`config.mk`:
```
export PLATFORM = sky130hd
export DESIGN_NAME = hex_display_controller
export DESIGN_NICKNAME = d
export VERILOG_FILES = /design/src/rtl/hex_display_controller.sv
export SDC_FILE = /design/constraint.sdc
export NUM_CORES = 1
export LEC_CHECK = 0
export ABC_AREA = 1
export BUFFER_PORTS_ARGS = -buffer_cell sky130_fd_sc_hd__buf_2
export CORE_MARGIN = 5
export CORE_UTILIZATION = 55
export DETAILED_ROUTE_END_ITERATION = 10
export PLACE_DENSITY = 0.74
export SLEW_MARGIN = 15
export SYNTH_ARGS = -nofsm -noshare
export SYNTH_HDL_FRONTEND = slang
export SYNTH_SLANG_ARGS = --single-unit
```
`constraint.sdc`:
```
create_clock -name gclk -period 2.7 [get_ports gclk]
set_input_delay 0.135 -clock gclk [delete_from_list [all_inputs] [get_ports gclk]]
set_output_delay 0.135 -clock gclk [all_outputs]
set_load 0.005 [all_outputs]
```
`src/rtl/hex_display_controller.sv`:
```
// Two-digit 7-segment hex display driver: decodes an 8-bit value to a 16-bit
// segment frame and shifts it MSB-first onto the sclk/sdo/latch chain.
module hex_display_controller #(
  parameter int unsigned CLK_DIV        = 4,
  parameter bit          SEG_ACTIVE_LOW = 1'b0
) (
  input  logic       gclk,
  input  logic       reset,
  input  logic [7:0] value,
  input  logic [1:0] dp,
  input  logic       load,
  output logic       busy,
  output logic       done,
  output logic       hex_sclk,
  output logic       hex_sdo,
  output logic       hex_latch
);

  typedef enum logic [2:0] {
    S_IDLE,
    S_LOW,
    S_HIGH,
    S_LATCH,
    S_DONE
  } state_t;

  localparam logic [7:0] DIV_LAST = 8'(CLK_DIV - 1);

  state_t      r_state;
  state_t      w_next;
  logic [15:0] r_frame;
  logic [7:0]  r_pend_val;
  logic [1:0]  r_pend_dp;
  logic        r_pending;
  logic [7:0]  r_div;
  logic [4:0]  r_bits;

  logic        w_div_end;
  logic        w_start;
  logic [7:0]  w_src_val;
  logic [1:0]  w_src_dp;

  function automatic logic [6:0] seg7(input logic [3:0] n);
    logic [6:0] s;
    case (n)
      4'h0: s = 7'h3F;
      4'h1: s = 7'h06;
      4'h2: s = 7'h5B;
      4'h3: s = 7'h4F;
      4'h4: s = 7'h66;
      4'h5: s = 7'h6D;
      4'h6: s = 7'h7D;
      4'h7: s = 7'h07;
      4'h8: s = 7'h7F;
      4'h9: s = 7'h6F;
      4'hA: s = 7'h77;
      4'hB: s = 7'h7C;
      4'hC: s = 7'h39;
      4'hD: s = 7'h5E;
      4'hE: s = 7'h79;
      default: s = 7'h71;
    endcase
    return s;
  endfunction

  function automatic logic [15:0] build_frame(input logic [7:0] v, input logic [1:0] d);
    logic [15:0] f;
    f = {d[1], seg7(v[7:4]), d[0], seg7(v[3:0])};
    return SEG_ACTIVE_LOW ? ~f : f;
  endfunction

  assign w_div_end = (r_div == DIV_LAST);

  // A load seen in DONE supersedes any older pending request.
  always_comb begin
    w_src_val = value;
    w_src_dp  = dp;
    if (r_state == S_DONE && !load) begin
      w_src_val = r_pend_val;
      w_src_dp  = r_pend_dp;
    end
  end

  assign w_start = ((r_state == S_IDLE) && load) ||
                   ((r_state == S_DONE) && (load || r_pending));

  always_ff @(posedge gclk) begin
    if (reset) begin
      r_state <= S_IDLE;
    end else begin
      r_state <= w_next;
    end
  end

  always_comb begin
    w_next = r_state;
    case (r_state)
      S_IDLE:  if (load) w_next = S_LOW;
      S_LOW:   if (w_div_end) w_next = S_HIGH;
      S_HIGH:  if (w_div_end) w_next = (r_bits == 5'd15) ? S_LATCH : S_LOW;
      S_LATCH: if (w_div_end) w_next = S_DONE;
      S_DONE:  w_next = w_start ? S_LOW : S_IDLE;
      default: w_next = S_IDLE;
    endcase
  end

  always_comb begin
    busy      = (r_state != S_IDLE);
    done      = (r_state == S_DONE);
    hex_sclk  = (r_state == S_HIGH);
    hex_latch = (r_state == S_LATCH);
    hex_sdo   = ((r_state == S_LOW) || (r_state == S_HIGH)) ? r_frame[15] : 1'b0;
  end

  always_ff @(posedge gclk) begin
    if (reset) begin
      r_frame    <= '0;
      r_pend_val <= '0;
      r_pend_dp  <= '0;
      r_pending  <= 1'b0;
      r_div      <= '0;
      r_bits     <= '0;
    end else begin
      if (w_next != r_state || r_state == S_IDLE || r_state == S_DONE) begin
        r_div <= '0;
      end else begin
        r_div <= r_div + 8'd1;
      end

      if (w_start) begin
        r_frame <= build_frame(w_src_val, w_src_dp);
        r_bits  <= '0;
      end else if (r_state == S_HIGH && w_div_end) begin
        r_bits <= r_bits + 5'd1;
        if (r_bits != 5'd15) begin
          r_frame <= {r_frame[14:0], 1'b0};
        end
      end

      if (r_state == S_DONE) begin
        r_pending <= 1'b0;
      end else if (load && r_state != S_IDLE) begin
        r_pending  <= 1'b1;
        r_pend_val <= value;
        r_pend_dp  <= dp;
      end
    end
  end

endmodule

```
==> flow_summary.json <==
{
  "r2r_end": "r_frame[13]",
  "p_leak_uw": 0.00126,
  "dp_slack_ns": 0.469,
  "stdcell_area_um2": 2790,
  "fin_setup_tns_ns": 0,
  "yosys_register_bits": 43,
  "start_util": 0.557,
  "cp-startpoint": "r_state[0]",
  "setup_violations": 0,
  "synth_warnings": 0,
  "clock_latency_ns": 0.30,
  "period_minus_slack_ns": 2.26,
  "path_clk_slew_ns": 0.09,
  "yosysSeqAreaShare": 0.334,
  "run_status": "finished, final reports clean",
  "grt_use_total": 0.198,
  "grt_setup_unrepaired": "false",
  "worstHoldPathType": "in2reg",
  "worstSetupEndpoint": "r_frame[13]",
  "area_growth_pct": 8.15,
  "drive_gt1_frac": 0.139,
  "path_max_fanout": 19,
  "grt_start_max_net_pins": 23,
  "cts_made_buffers": 5,
  "worst_ep_required_time_ns": 2.94,
  "cts_sinks": 43,
  "gp_congestion": 0.881,
  "worstSetupEndpointType": "register",
  "grt_pass1_vias": 2230,
  "fin_crit_sh": 0.837,
  "clk_path_buf_depth": 2,
  "powerDensity_nw_per_um2": 477,
  "num_rows": 25,
  "cp_data_arrival_time_ns": 2.50,
  "wl_per_cell_um": 12.4,
  "r2r_slack_ns": 0.44,
  "multiInputGateArea_um2": 1470,
  "fmaxAchievable_ghz": 0.443,
  "timing.rr.start": "r_state[0]",
  "grt_pass1_wl_mm": 9.94,
  "nFillCells": 446,
  "cts_resized": 0,
  "die-area_um2": 6160,
  "dp.final_hpwl_mm": 4.04,
  "seqCellArea_um2": 861,
  "port_buffers": 17,
  "finalPower_uw": 1330,
  "grt_overflow_total": 0,
  "core_area_um2": 4630,
  "vias": 2374,
  "fin_skew_ns": 0.00917,
  "syn_area_um2": 2580,
  "maxCapViolCount": 0,
  "post_synth_inst_count": 368,
  "wl_mm": 5.50,
  "rr_worst_depth": 10,
  "post-cts-setup-buffers": 0,
  "routed_via_density": 5.37,
  "die_y_um": 78.5,
  "antenna_found_initial": 0,
  "die_w_um": 78.5,
  "cts_htree_levels": 2,
  "antenna_cells": 0,
  "syn-num-nets": 396,
  "drtIter0Drc": 137,
  "cts_root_buffer": "clkbuf_8",
  "cts-hold-fix-buffers": 0,
  "setup.worst_path.start_class": "register",
  "finalMaxSlewViolations": 0,
  "tightest_slew_ns": 0.598,
  "ios": 18,
  "drcViolationCount": 0,
  "holdWs_ns": 0.0881,
  "syn_area_per_cell_um2": 7.01,
  "postPlaceCellArea_um2": 2700,
  "irDropWorstVdd_uv": 321,
  "cts_tree": "yes",
  "setup_ws_ns": 0.440,
  "max_slew_margin": 0.601,
  "yosysUniqueCellTypes": 36,
  "ant_nets": 0,
  "crit_type": "reg2reg",
  "first_pass_iters": 4,
  "timing.final.hold_violations": 0,
  "fin_nets": 415
}
==> stage by stage <==
stage          instances   util
2_1_floorplan        368      -
3_3_place_gp         434  0.582
3_5_place_dp         434  0.582
4_1_cts              442  0.602
5_1_grt              442  0.602
6_report             442  0.602
==> where the power goes <==
part           total (uW)  switching [uW]  leakage, uW  internal (uW)
clock                 430             245    0.0000408            185
sequential            689            20.3     0.000352            669
combinational         210             133     0.000868           77.3
==> per-layer routing <==
layer  track usage  share of wire  vias up
li1              -              -     1252
met3        0.0424          0.032        9
met2         0.327           0.49       31
met5             0              0        -
met4        0.0647          0.015        0
met1         0.256           0.46     1082
==> layout make-up <==
type,count,share of cell area
well taps,54,0.0242
multi-input cells,269,0.528
clock inverters,3,0.00852
flip-flops and latches,43,0.309
clock buffers,5,0.0247
inverters,47,0.0642
repair buffers,21,0.0413
==> worst max-delay path, stage by stage, from the launching register on <==
cell and delay, ns:
dfxtp_1 0.40, nor2_4 0.22, nand3_4 0.25, o21ai_1 0.48, inv_1 0.16, ha_1 0.24
nand3_1 0.13, nand3_1 0.09, nand2_1 0.08, nand2_1 0.04, a21oi_1 0.10
==> flip-flops by register name, indices dropped and copies added (netlist names) <==
name and count:
r_pending 1, r_div 8, r_pend_val 8, r_pend_dp 2, r_state 3, r_frame 16, r_bits 5
==> worst min-delay path by stage <==
stage                     cells past startpoint  startpoint             to  slack [ns]
after floorplan                               2       dp[0]   r_pend_dp[0]        0.27
after global placement                        3    value[5]  r_pend_val[5]        0.39
after detailed placement                      3       dp[1]   r_pend_dp[1]        0.39
after CTS                                     3    value[2]  r_pend_val[2]        0.08
after global routing                          3    value[2]  r_pend_val[2]        0.09
final                                         3    value[2]  r_pend_val[2]        0.09
==> placed cells by master, fill, tap and decap left out, types with 2 or more instances in the layout <==
cell type and n:
buf_4 4, or2_2 5, nor3_1 6, clkinvlp_4 2, ha_1 15, inv_1 43
o21ai_1 3, o211ai_1 2, nor2_1 29, buf_2 17, nor2_8 2, nand2_4 2
o21ai_0 27, inv_2 3, xnor2_1 2, nand2_1 77, nand3_1 40, a21oi_1 36
a211oi_1 2, xor2_1 2, nand2_2 3, dfxtp_1 43, clkbuf_8 5, a21oi_2 2
nand4_1 4
==> cell families after synthesis <==
family                   after synthesis  share of synthesized area
AND/OR/NAND/NOR                      174                      0.324
AO/OA/AOI/OAI                         76                      0.162
adder cells (fa/ha/maj)               15                     0.0728
XOR/XNOR                               4                     0.0136
flip-flops                            43                      0.334
buffers and inverters                 56                     0.0946
==> cells in the mapped netlist <==
master / instances / area [um^2]
inv_4: 1 / 6.26
ha_1: 15 / 188
buf_1: 1 / 3.75
nand4_1: 4 / 25.0
nor3_1: 6 / 30.0
nor2_1: 29 / 109
or2_2: 5 / 31.3
nor2_2: 1 / 6.26
o21a_1: 1 / 7.51
xor2_1: 2 / 17.5
xnor2_1: 2 / 17.5
nand3_1: 40 / 200
nor2_8: 2 / 40.0
nand2_4: 2 / 22.5
nand3b_1: 1 / 7.51
nor2_4: 1 / 11.3
clkbuf_1: 3 / 11.3
nand3_4: 1 / 17.5
buf_6: 4 / 45.0
o21ai_4: 1 / 16.3
nor3_4: 1 / 16.3
o21ai_1: 3 / 15.0
nand2_2: 3 / 18.8
inv_1: 43 / 161
o211ai_1: 2 / 15.0
o21ai_0: 27 / 135
dfxtp_1: 43 / 861
o21ai_2: 1 / 8.76
a211oi_1: 2 / 15.0
buf_2: 1 / 5.00
o22ai_1: 1 / 6.26
inv_2: 3 / 11.3
a21oi_2: 2 / 17.5
a21oi_1: 36 / 180
nand3_2: 1 / 10.0
nand2_1: 77 / 289
Note: power is estimated with default switching activity, not from simulation.
